### src/rtl/dsp_chain_pkg.sv
// Shared definitions for the fp16 sum-of-products chain operand feeder:
// collection FSM states, operand field positions and the fp16 zero constant.
package dsp_chain_pkg;

  localparam int unsigned FP16_W    = 16;
  localparam int unsigned OPS_W     = 4 * FP16_W;
  localparam int unsigned TOP_A_LSB = 48;
  localparam int unsigned TOP_B_LSB = 32;
  localparam int unsigned BOT_A_LSB = 16;
  localparam int unsigned BOT_B_LSB = 0;

  localparam logic [FP16_W-1:0] FP16_ZERO = 16'h0000;

  typedef enum logic [1:0] {
    EMPTY = 2'd0,
    HAVE1 = 2'd1,
    HAVE2 = 2'd2
  } fill_state_e;

  // Assemble one stage operand word from its four fp16 fields.
  function automatic logic [OPS_W-1:0] pack_ops(
    input logic [FP16_W-1:0] top_a,
    input logic [FP16_W-1:0] top_b,
    input logic [FP16_W-1:0] bot_a,
    input logic [FP16_W-1:0] bot_b
  );
    logic [OPS_W-1:0] w;
    w = '0;
    w[TOP_A_LSB +: FP16_W] = top_a;
    w[TOP_B_LSB +: FP16_W] = top_b;
    w[BOT_A_LSB +: FP16_W] = bot_a;
    w[BOT_B_LSB +: FP16_W] = bot_b;
    return w;
  endfunction

  // Padding beat used for missing stages of a flushed group.
  localparam logic [OPS_W-1:0] ZERO_BEAT = pack_ops(FP16_ZERO, FP16_ZERO, FP16_ZERO, FP16_ZERO);

endpackage

### src/rtl/dsp_chain_skew_delay.sv
// Fixed-depth valid+data delay line. With ZERO_IDLE the data lane reads zero
// whenever its valid is low; otherwise each tap holds the last valid data.
module dsp_chain_skew_delay #(
  parameter int unsigned DEPTH     = 1,
  parameter int unsigned WIDTH     = 64,
  parameter bit          ZERO_IDLE = 1'b0
) (
  input  logic             clk,
  input  logic             reset,
  input  logic             i_valid,
  input  logic [WIDTH-1:0] i_data,
  output logic             o_valid,
  output logic [WIDTH-1:0] o_data
);

  logic [DEPTH-1:0] r_valid;
  logic [WIDTH-1:0] r_data [DEPTH];

  // Shift valid every cycle; data moves only with valid unless idle-zeroing.
  always_ff @(posedge clk) begin
    if (reset) begin
      r_valid <= '0;
      for (int i = 0; i < int'(DEPTH); i++) begin
        r_data[i] <= '0;
      end
    end else begin
      r_valid[0] <= i_valid;
      if (ZERO_IDLE || i_valid) begin
        r_data[0] <= i_valid ? i_data : '0;
      end
      for (int i = 1; i < int'(DEPTH); i++) begin
        r_valid[i] <= r_valid[i-1];
        if (ZERO_IDLE || r_valid[i-1]) begin
          r_data[i] <= r_valid[i-1] ? r_data[i-1] : '0;
        end
      end
    end
  end

  assign o_valid = r_valid[DEPTH-1];
  assign o_data  = r_data[DEPTH-1];

endmodule

### src/rtl/dsp_chain_operand_feeder.sv
// Collects three operand beats per group and issues them to a cascaded fp16
// sum-of-products chain with one-cycle skew per stage, plus a result-valid
// pulse CHAIN_LAT cycles after the last stage. Flush pads a partial group.
// Build option: DSP_CHAIN_FEEDER_ZERO_IDLE_EN zeroes stage operands while idle.
module dsp_chain_operand_feeder
  import dsp_chain_pkg::*;
#(
  parameter int unsigned CHAIN_LAT  = 4,
  parameter int unsigned NUM_STAGES = 3
) (
  input  logic              clk,
  input  logic              reset,
  input  logic              in_valid,
  output logic              in_ready,
  input  logic [OPS_W-1:0]  in_data,
  input  logic              flush,
  output logic [OPS_W-1:0]  stg1_ops,
  output logic [OPS_W-1:0]  stg2_ops,
  output logic [OPS_W-1:0]  stg3_ops,
  output logic [2:0]        stg_valid,
  output logic              result_valid,
  output logic [15:0]       group_count
);

`ifdef DSP_CHAIN_FEEDER_ZERO_IDLE_EN
  localparam bit ZERO_IDLE = 1'b1;
`else
  localparam bit ZERO_IDLE = 1'b0;
`endif

  localparam int unsigned RES_DEPTH = NUM_STAGES + CHAIN_LAT;

  fill_state_e      r_state;
  fill_state_e      w_state_nxt;
  logic [OPS_W-1:0] r_beat0;
  logic [OPS_W-1:0] r_beat1;
  logic [15:0]      r_group_count;

  logic             w_accept;
  logic             w_issue;
  logic             w_load0;
  logic             w_load1;
  logic [OPS_W-1:0] w_g0;
  logic [OPS_W-1:0] w_g1;
  logic [OPS_W-1:0] w_g2;
  logic             w_v1;
  logic             w_v2;
  logic             w_v3;
  logic             w_res_valid;
  logic             w_res_mark;

  // Never back-pressure outside reset.
  assign in_ready = ~reset;
  assign w_accept = in_valid & ~reset;

  // Collection state register.
  always_ff @(posedge clk) begin
    if (reset) begin
      r_state <= EMPTY;
    end else begin
      r_state <= w_state_nxt;
    end
  end

  // Next collection state: third beat or any flush with data returns to EMPTY.
  always_comb begin
    w_state_nxt = r_state;
    case (r_state)
      EMPTY: if (w_accept && !flush) w_state_nxt = HAVE1;
      HAVE1: begin
        if (flush)         w_state_nxt = EMPTY;
        else if (w_accept) w_state_nxt = HAVE2;
      end
      HAVE2: if (flush || w_accept) w_state_nxt = EMPTY;
      default: w_state_nxt = EMPTY;
    endcase
  end

  // Group assembly: current beat joins before any zero padding.
  always_comb begin
    w_issue = 1'b0;
    w_load0 = 1'b0;
    w_load1 = 1'b0;
    w_g0    = ZERO_BEAT;
    w_g1    = ZERO_BEAT;
    w_g2    = ZERO_BEAT;
    case (r_state)
      EMPTY: begin
        w_g0    = in_data;
        w_issue = w_accept & flush;
        w_load0 = w_accept & ~flush;
      end
      HAVE1: begin
        w_g0    = r_beat0;
        w_g1    = w_accept ? in_data : ZERO_BEAT;
        w_issue = flush & ~reset;
        w_load1 = w_accept & ~flush;
      end
      HAVE2: begin
        w_g0    = r_beat0;
        w_g1    = r_beat1;
        w_g2    = w_accept ? in_data : ZERO_BEAT;
        w_issue = (flush & ~reset) | w_accept;
      end
      default: begin
        w_issue = 1'b0;
      end
    endcase
  end

  // Hold the first two beats of a group until it completes.
  always_ff @(posedge clk) begin
    if (reset) begin
      r_beat0 <= '0;
      r_beat1 <= '0;
    end else begin
      if (w_load0) r_beat0 <= in_data;
      if (w_load1) r_beat1 <= in_data;
    end
  end

  // Issued-group counter, wraps naturally at 16 bits.
  always_ff @(posedge clk) begin
    if (reset) begin
      r_group_count <= '0;
    end else if (w_issue) begin
      r_group_count <= r_group_count + 16'd1;
    end
  end

  assign group_count = r_group_count;

  dsp_chain_skew_delay #(.DEPTH(1), .WIDTH(OPS_W), .ZERO_IDLE(ZERO_IDLE)) u_skew_stg1 (
    .clk     (clk),
    .reset   (reset),
    .i_valid (w_issue),
    .i_data  (w_g0),
    .o_valid (w_v1),
    .o_data  (stg1_ops)
  );

  dsp_chain_skew_delay #(.DEPTH(2), .WIDTH(OPS_W), .ZERO_IDLE(ZERO_IDLE)) u_skew_stg2 (
    .clk     (clk),
    .reset   (reset),
    .i_valid (w_issue),
    .i_data  (w_g1),
    .o_valid (w_v2),
    .o_data  (stg2_ops)
  );

  dsp_chain_skew_delay #(.DEPTH(NUM_STAGES), .WIDTH(OPS_W), .ZERO_IDLE(ZERO_IDLE)) u_skew_stg3 (
    .clk     (clk),
    .reset   (reset),
    .i_valid (w_issue),
    .i_data  (w_g2),
    .o_valid (w_v3),
    .o_data  (stg3_ops)
  );

  // Result-valid line; its single data bit mirrors valid (idle-zeroed).
  dsp_chain_skew_delay #(.DEPTH(RES_DEPTH), .WIDTH(1), .ZERO_IDLE(1'b1)) u_skew_result (
    .clk     (clk),
    .reset   (reset),
    .i_valid (w_issue),
    .i_data  (w_issue),
    .o_valid (w_res_valid),
    .o_data  (w_res_mark)
  );

  assign stg_valid    = {w_v3, w_v2, w_v1};
  assign result_valid = w_res_valid & w_res_mark;

endmodule

### config.mk
export PLATFORM = sky130hd
export DESIGN_NAME = dsp_chain_operand_feeder
export DESIGN_NICKNAME = d
export VERILOG_FILES = /design/src/rtl/dsp_chain_pkg.sv /design/src/rtl/dsp_chain_skew_delay.sv /design/src/rtl/dsp_chain_operand_feeder.sv
export SDC_FILE = /design/constraint.sdc
export NUM_CORES = 1
export LEC_CHECK = 0
export CORE_MARGIN = 4
export CORE_UTILIZATION = 55
export CTS_BUF_LIST = sky130_fd_sc_hd__clkbuf_4 sky130_fd_sc_hd__clkbuf_8
export CTS_CLUSTER_DIAMETER = 100
export DETAILED_ROUTE_END_ITERATION = 6
export DONT_BUFFER_PORTS = 1
export PLACE_DENSITY = 0.7
export SLEW_MARGIN = 20
export SYNTH_ARGS = -nofsm -noshare
export SYNTH_HDL_FRONTEND = slang
export SYNTH_SLANG_ARGS = --single-unit
### constraint.sdc
create_clock -name clk -period 8.8 [get_ports clk]
set_clock_uncertainty 0.2 [all_clocks]
set_input_delay 1.76 -clock clk [delete_from_list [all_inputs] [get_ports clk]]
set_output_delay 1.76 -clock clk [all_outputs]
set_load 0.02 [all_outputs]
==> results.toml <==
[route]
wl_per_cell_um = 19.9
drc_errors = 0
first_pass_iters = 7
totalWireLength_um = 45000
drtIter0Drc = 868
antenna_left = 1
vias = 12400
routed_via_density = 5.48

[cells_and_area]
fillers = 3115
stdcell_area_mm2 = 0.0229
nets = 1734
seqCellArea_mm2 = 0.0147
drive_gt1_share_pct = 10.6
multi_input_area_mm2 = 0.00550
area_growth_pct = 5.49
fin_util_pct = 59.0

[clock_network]
cts_made_buffers = 87
ctsHoldBuffers = 0
htree_levels = 3
cts_tree = "done"
clock_sinks = 544
cts_buffer_depth = 3
path_clk_slew_ns = 0.06
root_buffer = "clkbuf_8"
cts_setup_buffers = 0
cts-resized-gates = 0
clk_latency_ns = 0.63

[power]
p_per_area_mw_per_mm2 = 247
cellLeakagePower_nw = 8.07
max-vdd-ir-drop_uv = 197

[sta]
hold_violations = 0
fmax_mhz = 213
period_minus_slack_ns = 4.69
rsz0062_at_grt = "no"
slew_violations = 0
finalCritPeriodShare_pct = 53.3
worst_pin_slew_ns = 1.01
worst_slack_ns = 4.11
setup_viol = 0
maxSlewHeadroom_pct = 32.4
tns_ns = 0

[critical_path]
timing.rr.start = "r_state[0]"
r2r_slack_ns = 4.77
path_cells = "inv_1 > a32oi_1 > buf_4 > or2_4 > nand2_4"
crit_required_ns = 8.72
reg2reg_to = "u_skew_stg2.r_data[0][33]"
crit_fanout = 154
end_kind = "register"
worst_setup_path_start_kind = "input port"
cpMaxStageDelayCell = "or2_4"
slowest_delay_ns = 0.77
crit_type = "input port to register"
worst-r2r-cell-count = 7
arrival_ns = 4.61

[logic_synthesis]
ys_seq_area_share_pct = 67.9
yosys_warnings = 0
yosys.area.top_type_share_pct = 53.1
synth-seq-cells = 544
yosys-top-cells-count = "edfxtp_1 (384), nand2_1 (265), and2_1 (264)"
syn_inst = 1810
yosysUniqueCellTypes = 48
syn_area_mm2 = 0.0217
synthArstFlopShare_pct = 0
synth_nets = 1884
syn_avg_cell_area_um2 = 12.0
synth_edf_count = 384
ys.flop_type = "edfxtp_1"
synthTopCellsByArea = "edfxtp_1 (53%), dfxtp_1 (15%), and2_1 (7.6%)"
yosys.area.top_type = "edfxtp_1"
synth_most_common_cell = "edfxtp_1"

[global_routing]
grt_usage_pct = 20.9
overflow = 0
grt_max_degree = 155
antenna_found_initial = 0
grt_pass1_vias = 12000
grt_pass1_wl_um = 69400

[placement]
dpl_cell_area_mm2 = 0.0210
dpl.hpwl_um = 26100
gp_congestion = 0.780
place_ws_ns = 3.89
io_buffers = 0

[floorplanning]
rows = 72
boundaryPins = 281
die_height_um = 207
die-area_mm2 = 0.0427
fp.coreArea_mm2 = 0.0388
die_width_um = 207
initial_core_util_pct = 55.9

[hold_path]
hold_path.class = "register to register"
hp-start = "u_skew_result.r_data[4]"
whs_path_depth = 1
whs_endpoint = "u_skew_result.r_data[5]"

[outcome]
failed_checks = "antenna violations"
status = "complete, but fails checks"

[job]
cap_violations = 0
-- stage by stage --
step	instances	hold slack [ns]	power [mW]
after floorplan	1810	0.206	3.41
after global placement	2089	0.210	3.44
after detailed placement	2089	0.214	3.46
after CTS	2249	0.231	5.71
after global routing	2249	0.254	5.89
final	2254	0.228	5.65
-- power by group --
group          leakage [nW]  total, mW  switching [mW]  internal, mW
logic                  1.76      0.295           0.224        0.0710
clock network         0.985       2.25           0.968          1.28
registers              5.33       3.11           0.168          2.94
total                  8.07       5.65            1.36          4.29
-- final cells by class --
type / count / area share (%)
well taps: 518 / 2.83
clock inverters: 26 / 0.787
clock buffers: 134 / 7.35
flip-flops and latches: 544 / 64.4
diodes: 5 / 0.0547
multi-input cells: 1005 / 24.0
inverters: 9 / 0.148
repair buffers: 13 / 0.443
-- sequential cells by signal, indices dropped and copies added (netlist names) --
name                   flops
u_skew_stg3.r_data       192
u_skew_stg2.r_data       128
r_beat0                   64
r_beat1                   64
u_skew_stg1.r_data        64
group_count               16
u_skew_result.r_data       7
u_skew_result.r_valid      7
r_state                    2
-- layer usage --
layer	wire, um	track usage, %	part of all wire (%)
met2	21700	33.2	48
met1	17800	26.6	40
met3	4100	6.89	9.1
met4	1370	8.39	3.0
met5	0	0	0
-- kinds of logic (layout without fill, tap and decap cells) --
logic type / Yosys count / after routing / synth area share (%)
fa+ha+maj: 6 / 6 / 0.346
mux: 2 / 2 / 0.0922
simple gates: 704 / 704 / 16.0
flops: 544 / 544 / 67.9
compound gates: 293 / 293 / 8.54
other cells: 0 / 5 / 0
buf+inv: 261 / 182 / 7.17
-- worst max-delay path: cells and delay by family --
family / cells / cell delay, ns
AND/OR/NAND/NOR: 2 / 1.51
buffers and inverters: 2 / 0.70
AO/OA/AOI/OAI: 1 / 0.31
-- cells in the final DEF, fill, tap and decap left out, types with 3 or more instances in the layout --
master	synthesis	final
a21oi_1	139	139
a22oi_1	129	129
and2_1	264	264
buf_4	133	12
clkbuf_4	0	26
clkbuf_8	0	108
clkinv_1	0	10
clkinv_2	0	9
clkinvlp_4	0	3
dfxtp_1	160	160
diode_2	0	5
edfxtp_1	384	384
ha_1	6	4
inv_1	9	9
nand2_1	265	262
nand2_4	0	3
nand3_1	5	5
nor2_1	131	131
nor2b_1	7	4
nor2b_4	0	3
o21ai_0	4	4
o311ai_0	3	3
o31ai_1	5	5
o41ai_1	5	5
or2_4	0	3
or3_1	4	4
or4b_1	4	4
-- worst max-delay path by stage --
stage,from,to,slack (ns),cells past startpoint
6_report,reset,u_skew_stg2.r_data[0][33],4.11,5
3_3_place_gp,reset,u_skew_stg2.r_data[0][26],3.89,5
2_1_floorplan,flush,u_skew_stg1.r_data[0][0],4.04,7
3_5_place_dp,reset,u_skew_stg2.r_data[0][26],3.89,5
5_1_grt,reset,u_skew_stg2.r_data[0][33],4.35,5
4_1_cts,reset,u_skew_stg2.r_data[0][38],4.57,5
Note: power is estimated with default switching activity, not from simulation.
